--- src/rtl/accel_sched_pkg.sv ---
// Shared state encoding, lane-count helper and timing defaults for the
// accelerator window scheduler and its bench.
package accel_sched_pkg;

    typedef enum logic [1:0] {
        IDLE  = 2'd0,
        ISSUE = 2'd1,
        WAIT  = 2'd2,
        HOLD  = 2'd3
    } sched_state_t;

    localparam int unsigned DEFAULT_START_GUARD    = 2;
    localparam int unsigned DEFAULT_TIMEOUT_CYCLES = 64;

    function automatic int unsigned lane_count(input int unsigned kernel_size);
        return kernel_size * kernel_size;
    endfunction

endpackage

--- src/rtl/sched_wait_timer.sv ---
// Guard down-counter and timeout up-counter for the scheduler WAIT state.
module sched_wait_timer #(
    parameter int unsigned START_GUARD    = 2,
    parameter int unsigned TIMEOUT_CYCLES = 64
) (
    input  logic Clk,
    input  logic Rst,
    input  logic clear,
    input  logic tick,
    output logic guard_done,
    output logic timed_out
);

    localparam int unsigned GW = (START_GUARD > 0) ? $clog2(START_GUARD + 1) : 1;
    localparam int unsigned TW = (TIMEOUT_CYCLES > 1) ? $clog2(TIMEOUT_CYCLES) : 1;

    localparam logic [GW-1:0] GUARD_INIT = GW'(START_GUARD);
    localparam logic [TW-1:0] TIME_LIMIT = TW'(TIMEOUT_CYCLES - 1);

    logic [GW-1:0] guard;
    logic [TW-1:0] elapsed;

    // elapsed counts WAIT cycles already spent; timed_out marks the last allowed one
    always_ff @(posedge Clk) begin
        if (Rst) begin
            guard   <= '0;
            elapsed <= '0;
        end else if (clear) begin
            guard   <= GUARD_INIT;
            elapsed <= '0;
        end else if (tick) begin
            if (guard != '0)
                guard <= guard - GW'(1);
            if (!timed_out)
                elapsed <= elapsed + TW'(1);
        end
    end

    assign guard_done = (guard == '0);
    assign timed_out  = (elapsed == TIME_LIMIT);

endmodule

--- src/rtl/accel_window_scheduler.sv ---
// Sequences one K x K window at a time through the multiplier array and
// returns the adder-tree sum on a valid/ready result port.
module accel_window_scheduler
    import accel_sched_pkg::*;
#(
    parameter int unsigned KERNEL_SIZE    = 3,
    parameter int unsigned AXI_BUS_WIDTH  = 32,
    parameter int unsigned START_GUARD    = DEFAULT_START_GUARD,
    parameter int unsigned TIMEOUT_CYCLES = DEFAULT_TIMEOUT_CYCLES,
    parameter int unsigned IDX_WIDTH      = 16,
    localparam int unsigned N             = lane_count(KERNEL_SIZE)
) (
    input  logic                       Clk,
    input  logic                       Rst,
    input  logic                       kernel_load,
    input  logic [N*AXI_BUS_WIDTH-1:0] kernel_data,
    input  logic                       win_valid,
    output logic                       win_ready,
    input  logic [N*AXI_BUS_WIDTH-1:0] win_data,
    output logic [N*AXI_BUS_WIDTH-1:0] acc_multiplier,
    output logic [N*AXI_BUS_WIDTH-1:0] acc_multiplicand,
    output logic [N-1:0]               acc_mStart,
    input  logic                       acc_finalReady,
    input  logic [AXI_BUS_WIDTH-1:0]   acc_finalAccumulate,
    output logic                       res_valid,
    input  logic                       res_ready,
    output logic [AXI_BUS_WIDTH-1:0]   res_data,
    output logic [IDX_WIDTH-1:0]       res_index,
    output logic                       busy,
    output logic                       timeout_err
);

    sched_state_t                 state;
    logic                         kernel_valid;
    logic [N*AXI_BUS_WIDTH-1:0]   kernel_reg;
    logic [N*AXI_BUS_WIDTH-1:0]   window_reg;
    logic                         guard_done;
    logic                         timed_out;

    sched_wait_timer #(
        .START_GUARD    (START_GUARD),
        .TIMEOUT_CYCLES (TIMEOUT_CYCLES)
    ) u_wait_timer (
        .Clk        (Clk),
        .Rst        (Rst),
        .clear      (state == ISSUE),
        .tick       (state == WAIT),
        .guard_done (guard_done),
        .timed_out  (timed_out)
    );

    // A kernel load in the same IDLE cycle takes priority over the window
    assign win_ready        = (state == IDLE) && kernel_valid && !kernel_load;
    assign acc_multiplier   = kernel_reg;
    assign acc_multiplicand = window_reg;
    assign res_valid        = (state == HOLD);
    assign busy             = (state != IDLE);

    always_ff @(posedge Clk) begin
        if (Rst) begin
            state        <= IDLE;
            kernel_valid <= 1'b0;
            kernel_reg   <= '0;
            window_reg   <= '0;
            acc_mStart   <= '0;
            res_data     <= '0;
            res_index    <= '0;
            timeout_err  <= 1'b0;
        end else begin
            acc_mStart <= '0;
            case (state)
                IDLE: begin
                    if (kernel_load) begin
                        kernel_reg   <= kernel_data;
                        kernel_valid <= 1'b1;
                    end else if (win_valid && kernel_valid) begin
                        window_reg <= win_data;
                        acc_mStart <= '1;
                        state      <= ISSUE;
                    end
                end
                ISSUE: state <= WAIT;
                WAIT: begin
                    // capture is checked first so it wins over a coincident timeout
                    if (guard_done && acc_finalReady) begin
                        res_data <= acc_finalAccumulate;
                        state    <= HOLD;
                    end else if (timed_out) begin
                        timeout_err <= 1'b1;
                        state       <= IDLE;
                    end
                end
                HOLD: begin
                    if (res_ready) begin
                        res_index <= res_index + IDX_WIDTH'(1);
                        state     <= IDLE;
                    end
                end
                default: state <= IDLE;
            endcase
        end
    end

endmodule

--- config.mk ---
export PLATFORM = sky130hd
export DESIGN_NAME = accel_window_scheduler
export DESIGN_NICKNAME = d
export VERILOG_FILES = /design/src/rtl/accel_sched_pkg.sv /design/src/rtl/sched_wait_timer.sv /design/src/rtl/accel_window_scheduler.sv
export SDC_FILE = /design/constraint.sdc
export NUM_CORES = 1
export LEC_CHECK = 0
export ABC_AREA = 1
export CAP_MARGIN = 10
export CORE_AREA = 8 8 474 476
export CTS_CLUSTER_SIZE = 20
export DETAILED_ROUTE_END_ITERATION = 12
export DIE_AREA = 0 0 482 484
export SLEW_MARGIN = 20
export SYNTH_ARGS = -nofsm -noshare
export SYNTH_HDL_FRONTEND = slang
export SYNTH_SLANG_ARGS = --single-unit
--- constraint.sdc ---
create_clock -name Clk -period 2 [get_ports Clk]
set_input_delay 0.2 -clock Clk [delete_from_list [all_inputs] [get_ports Clk]]
set_output_delay 0.2 -clock Clk [all_outputs]
set_load 0.005 [all_outputs]
==> reports/results.txt <==
Outcome: finished clean
Synth Register Bits: 637
Drt initial violations: 1231
R2R setup slack: 0.16 ns
Final setup viols: 0
EDFF count, synth: 0
Maxcap violations: 0
Die area: 233000 sq um
Core Region: 218000 sq um
Leak Pwr: 15.6 nW
DRT Pass-1 Iters: 5
WP buf/inv: 1
Final Hold Viols: 0
Power, Total: 38.2 mW
Gr ovfl total: 0
Area growth syn-to-layout: 88.3%
Via density: 3.59
GRT Overall Usage: 15.1%
Total CTS buffers: 86
Mapped Cells: 2861
Post-DP HPWL: 160000 um
Most common cell after layout, fill and taps aside: nor2_1
CP Capture Type: primary output
Via count: 25500
Cells along the critical path: clkdlybuf4s50_1
TritonCTS clock tree: done
Clk sinks: 637
Die H: 484 um
Largest net degree at the start of global routing: 95
Least-Margin Pin Slew: 0.450 ns
Final worst path period need: 1.91 ns
Max VDD drop: 0.000719 V
Drt total wl: 185000 um
Mapped Nets: 3482
Post-route ant nets: 0
Synth Cell Area: 22400 sq um
R2R Path Start: state[0]$_SDFFE_PP0P_
Worst min-delay path category: primary input to flop
Setup TNS: 0 ns
Hold Path Cell Cnt: 3
Synth cell types: 25
Worst EP required: 1.80 ns
Vias in the first global route: 24600
Port Buf Inserts: 1250
Worst r2r path cells: 10
Root Driver: clkbuf_16
WS Path Type: flop to primary output
H-tree depth reported by CTS: 3
Worst-path fanout max: 2
# fillers: 24200
Arrival time at the worst endpoint: 1.71 ns
CP max stage delay: 0.66 ns
Ys flop type: dfxtp_1
Clock buffer depth: 3
Worst-path clk slew: 0.06 ns
Hold wc startpoint: win_data[207]
Global-route wire length before repair: 236000 um
Period Utilization, post-route: 95.3%
Initial antenna violation count: 288
Hold Path End: acc_multiplicand[207]$_SDFFE_PP0P_
Initial core utilization: 10.3%
Share of cells above drive strength 1: 6.95%
CP top delay family: buffers and inverters
DRC: 0
Io pins: 1251
Power per standard cell area: 906 nW/um^2
Synthesized area per cell: 7.82 sq um
Async SR Flop Fraction: 0%
Final Skew: 0.0395 ns
# rows: 172
YS warnings: 0
Slew margin rel.: 69.7%
CP max stage cell: clkdlybuf4s50_1
Startpoint types: flop
Most frequent cells in the layout: 1179 x nor2_1, 1138 x clkdlybuf4s50_1, 628 x dfxtp_1
Gp weighted congestion: 0.894
Nets@finish: 4760
Sequential share of the synthesized area: 57.0%
RSZ-0062 raised after global routing: yes
Util after Layout: 19.3%
Reg2reg end: acc_multiplicand[265]$_SDFFE_PP0P_
Fmax: 525 MHz
Avg WL per Cell: 26.0 um
Final Max Tran Viols: 0
Skew-Pair Late Insertion Delay: 0.73 ns
Die Width: 482 um
[cell usage after synthesis (2+ instances only)]
cell type / instances / area share, %
a21oi_1: 54 / 1.2
buf_2: 44 / 0.98
buf_4: 14 / 0.47
buf_6: 22 / 1.1
clkbuf_1: 131 / 2.2
dfxtp_1: 637 / 57
ha_1: 7 / 0.39
inv_1: 64 / 1.1
inv_2: 2 / 0.034
nand2_1: 58 / 0.97
nand3_1: 14 / 0.31
nand4_1: 5 / 0.14
nor2_1: 1179 / 20
nor3_1: 3 / 0.067
o21ai_0: 542 / 12
o21ai_1: 75 / 1.7
xor2_1: 2 / 0.078
[through the flow]
| step | instances | hold WS (ns) | area [sq um] | worst slack (ns) |
|---|---|---|---|---|
| after floorplan | 2861 | 0.349 | 22400 | 0.361 |
| after global placement | 6894 | 0.431 | 38800 | -0.524 |
| after detailed placement | 6894 | 0.435 | 38800 | -0.538 |
| after CTS | 7075 | 0.0000442 | 42000 | -0.0413 |
| after global routing | 7093 | 0.0579 | 42000 | -0.0199 |
| final | 7125 | 0.107 | 42100 | 0.0939 |
[worst max path at each step]
stage,to,start,cells after the start
2_1_floorplan,acc_multiplicand[118]$_SDFFE_PP0P_,state[1]$_SDFFE_PP0P_,10
3_3_place_gp,acc_multiplicand[5]$_SDFFE_PP0P_,state[0]$_SDFFE_PP0P_,8
3_5_place_dp,acc_multiplicand[5]$_SDFFE_PP0P_,kernel_load,6
4_1_cts,win_ready,state[1]$_SDFFE_PP0P_,6
5_1_grt,win_ready,state[0]$_SDFFE_PP0P_,6
6_report,acc_multiplicand[151],acc_multiplicand[151]$_SDFFE_PP0P_,1
[logic make-up after synthesis]
kind of cell	count (synthesis)	synth area share [%]
simple gates	1264	21.5
compound gates	671	15.0
flops	637	57.0
buf+inv	279	5.98
fa+ha+maj	7	0.392
xor+xnor	3	0.118
[metal layers]
layer | part of all wire (%) | GRT usage [%] | vias up
met5 | 0.72 | 0 | -
met1 | 35 | 15.5 | 11600
met3 | 16 | 10.7 | 465
met4 | 3.9 | 5.98 | 210
met2 | 44 | 23.7 | 1432
li1 | - | - | 11800
[registers in the layout, summed over array words and instances, names as in the netlist]
| register | cells |
|---|---|
| res_data | 32 |
| acc_multiplicand | 288 |
| state | 2 |
| u_wait_timer.guard | 2 |
| timeout_err | 1 |
| res_index | 16 |
| acc_mStart | 1 |
| kernel_valid | 1 |
| u_wait_timer.elapsed | 6 |
| acc_multiplier | 288 |
[what timing repair did]
| item | in CTS | in global routing |
|---|---|---|
| hold buffers | 24 | 0 |
| gates resized for setup | 136 | 2 |
| pin swaps | 3 | 2 |
| endpoints found under the setup margin | 145 | 16 |
| endpoints found under the hold margin | 24 | 0 |
| setup buffers | 4 | 0 |
[power breakdown]
group | switching (mW) | internal [mW] | total, mW
clock network | 6.73 | 9.55 | 16.3
registers | 0.600 | 13.8 | 14.4
logic | 3.62 | 3.88 | 7.49
total | 11.0 | 27.2 | 38.2
[final cells by class]
| type | count | area (sq um) | area share [%] |
|---|---|---|---|
| clock inverter | 36 | 508 | 1.21 |
| antenna | 50 | 125 | 0.297 |
| tap | 2871 | 3590 | 8.53 |
| inverter | 67 | 282 | 0.668 |
| clock buffer | 117 | 2440 | 5.79 |
| multi-input combinational | 1945 | 8340 | 19.8 |
| timing repair buffer | 1402 | 14100 | 33.4 |
| sequential | 637 | 12800 | 30.3 |
No activity file was read; power rests on OpenSTA's default activity.
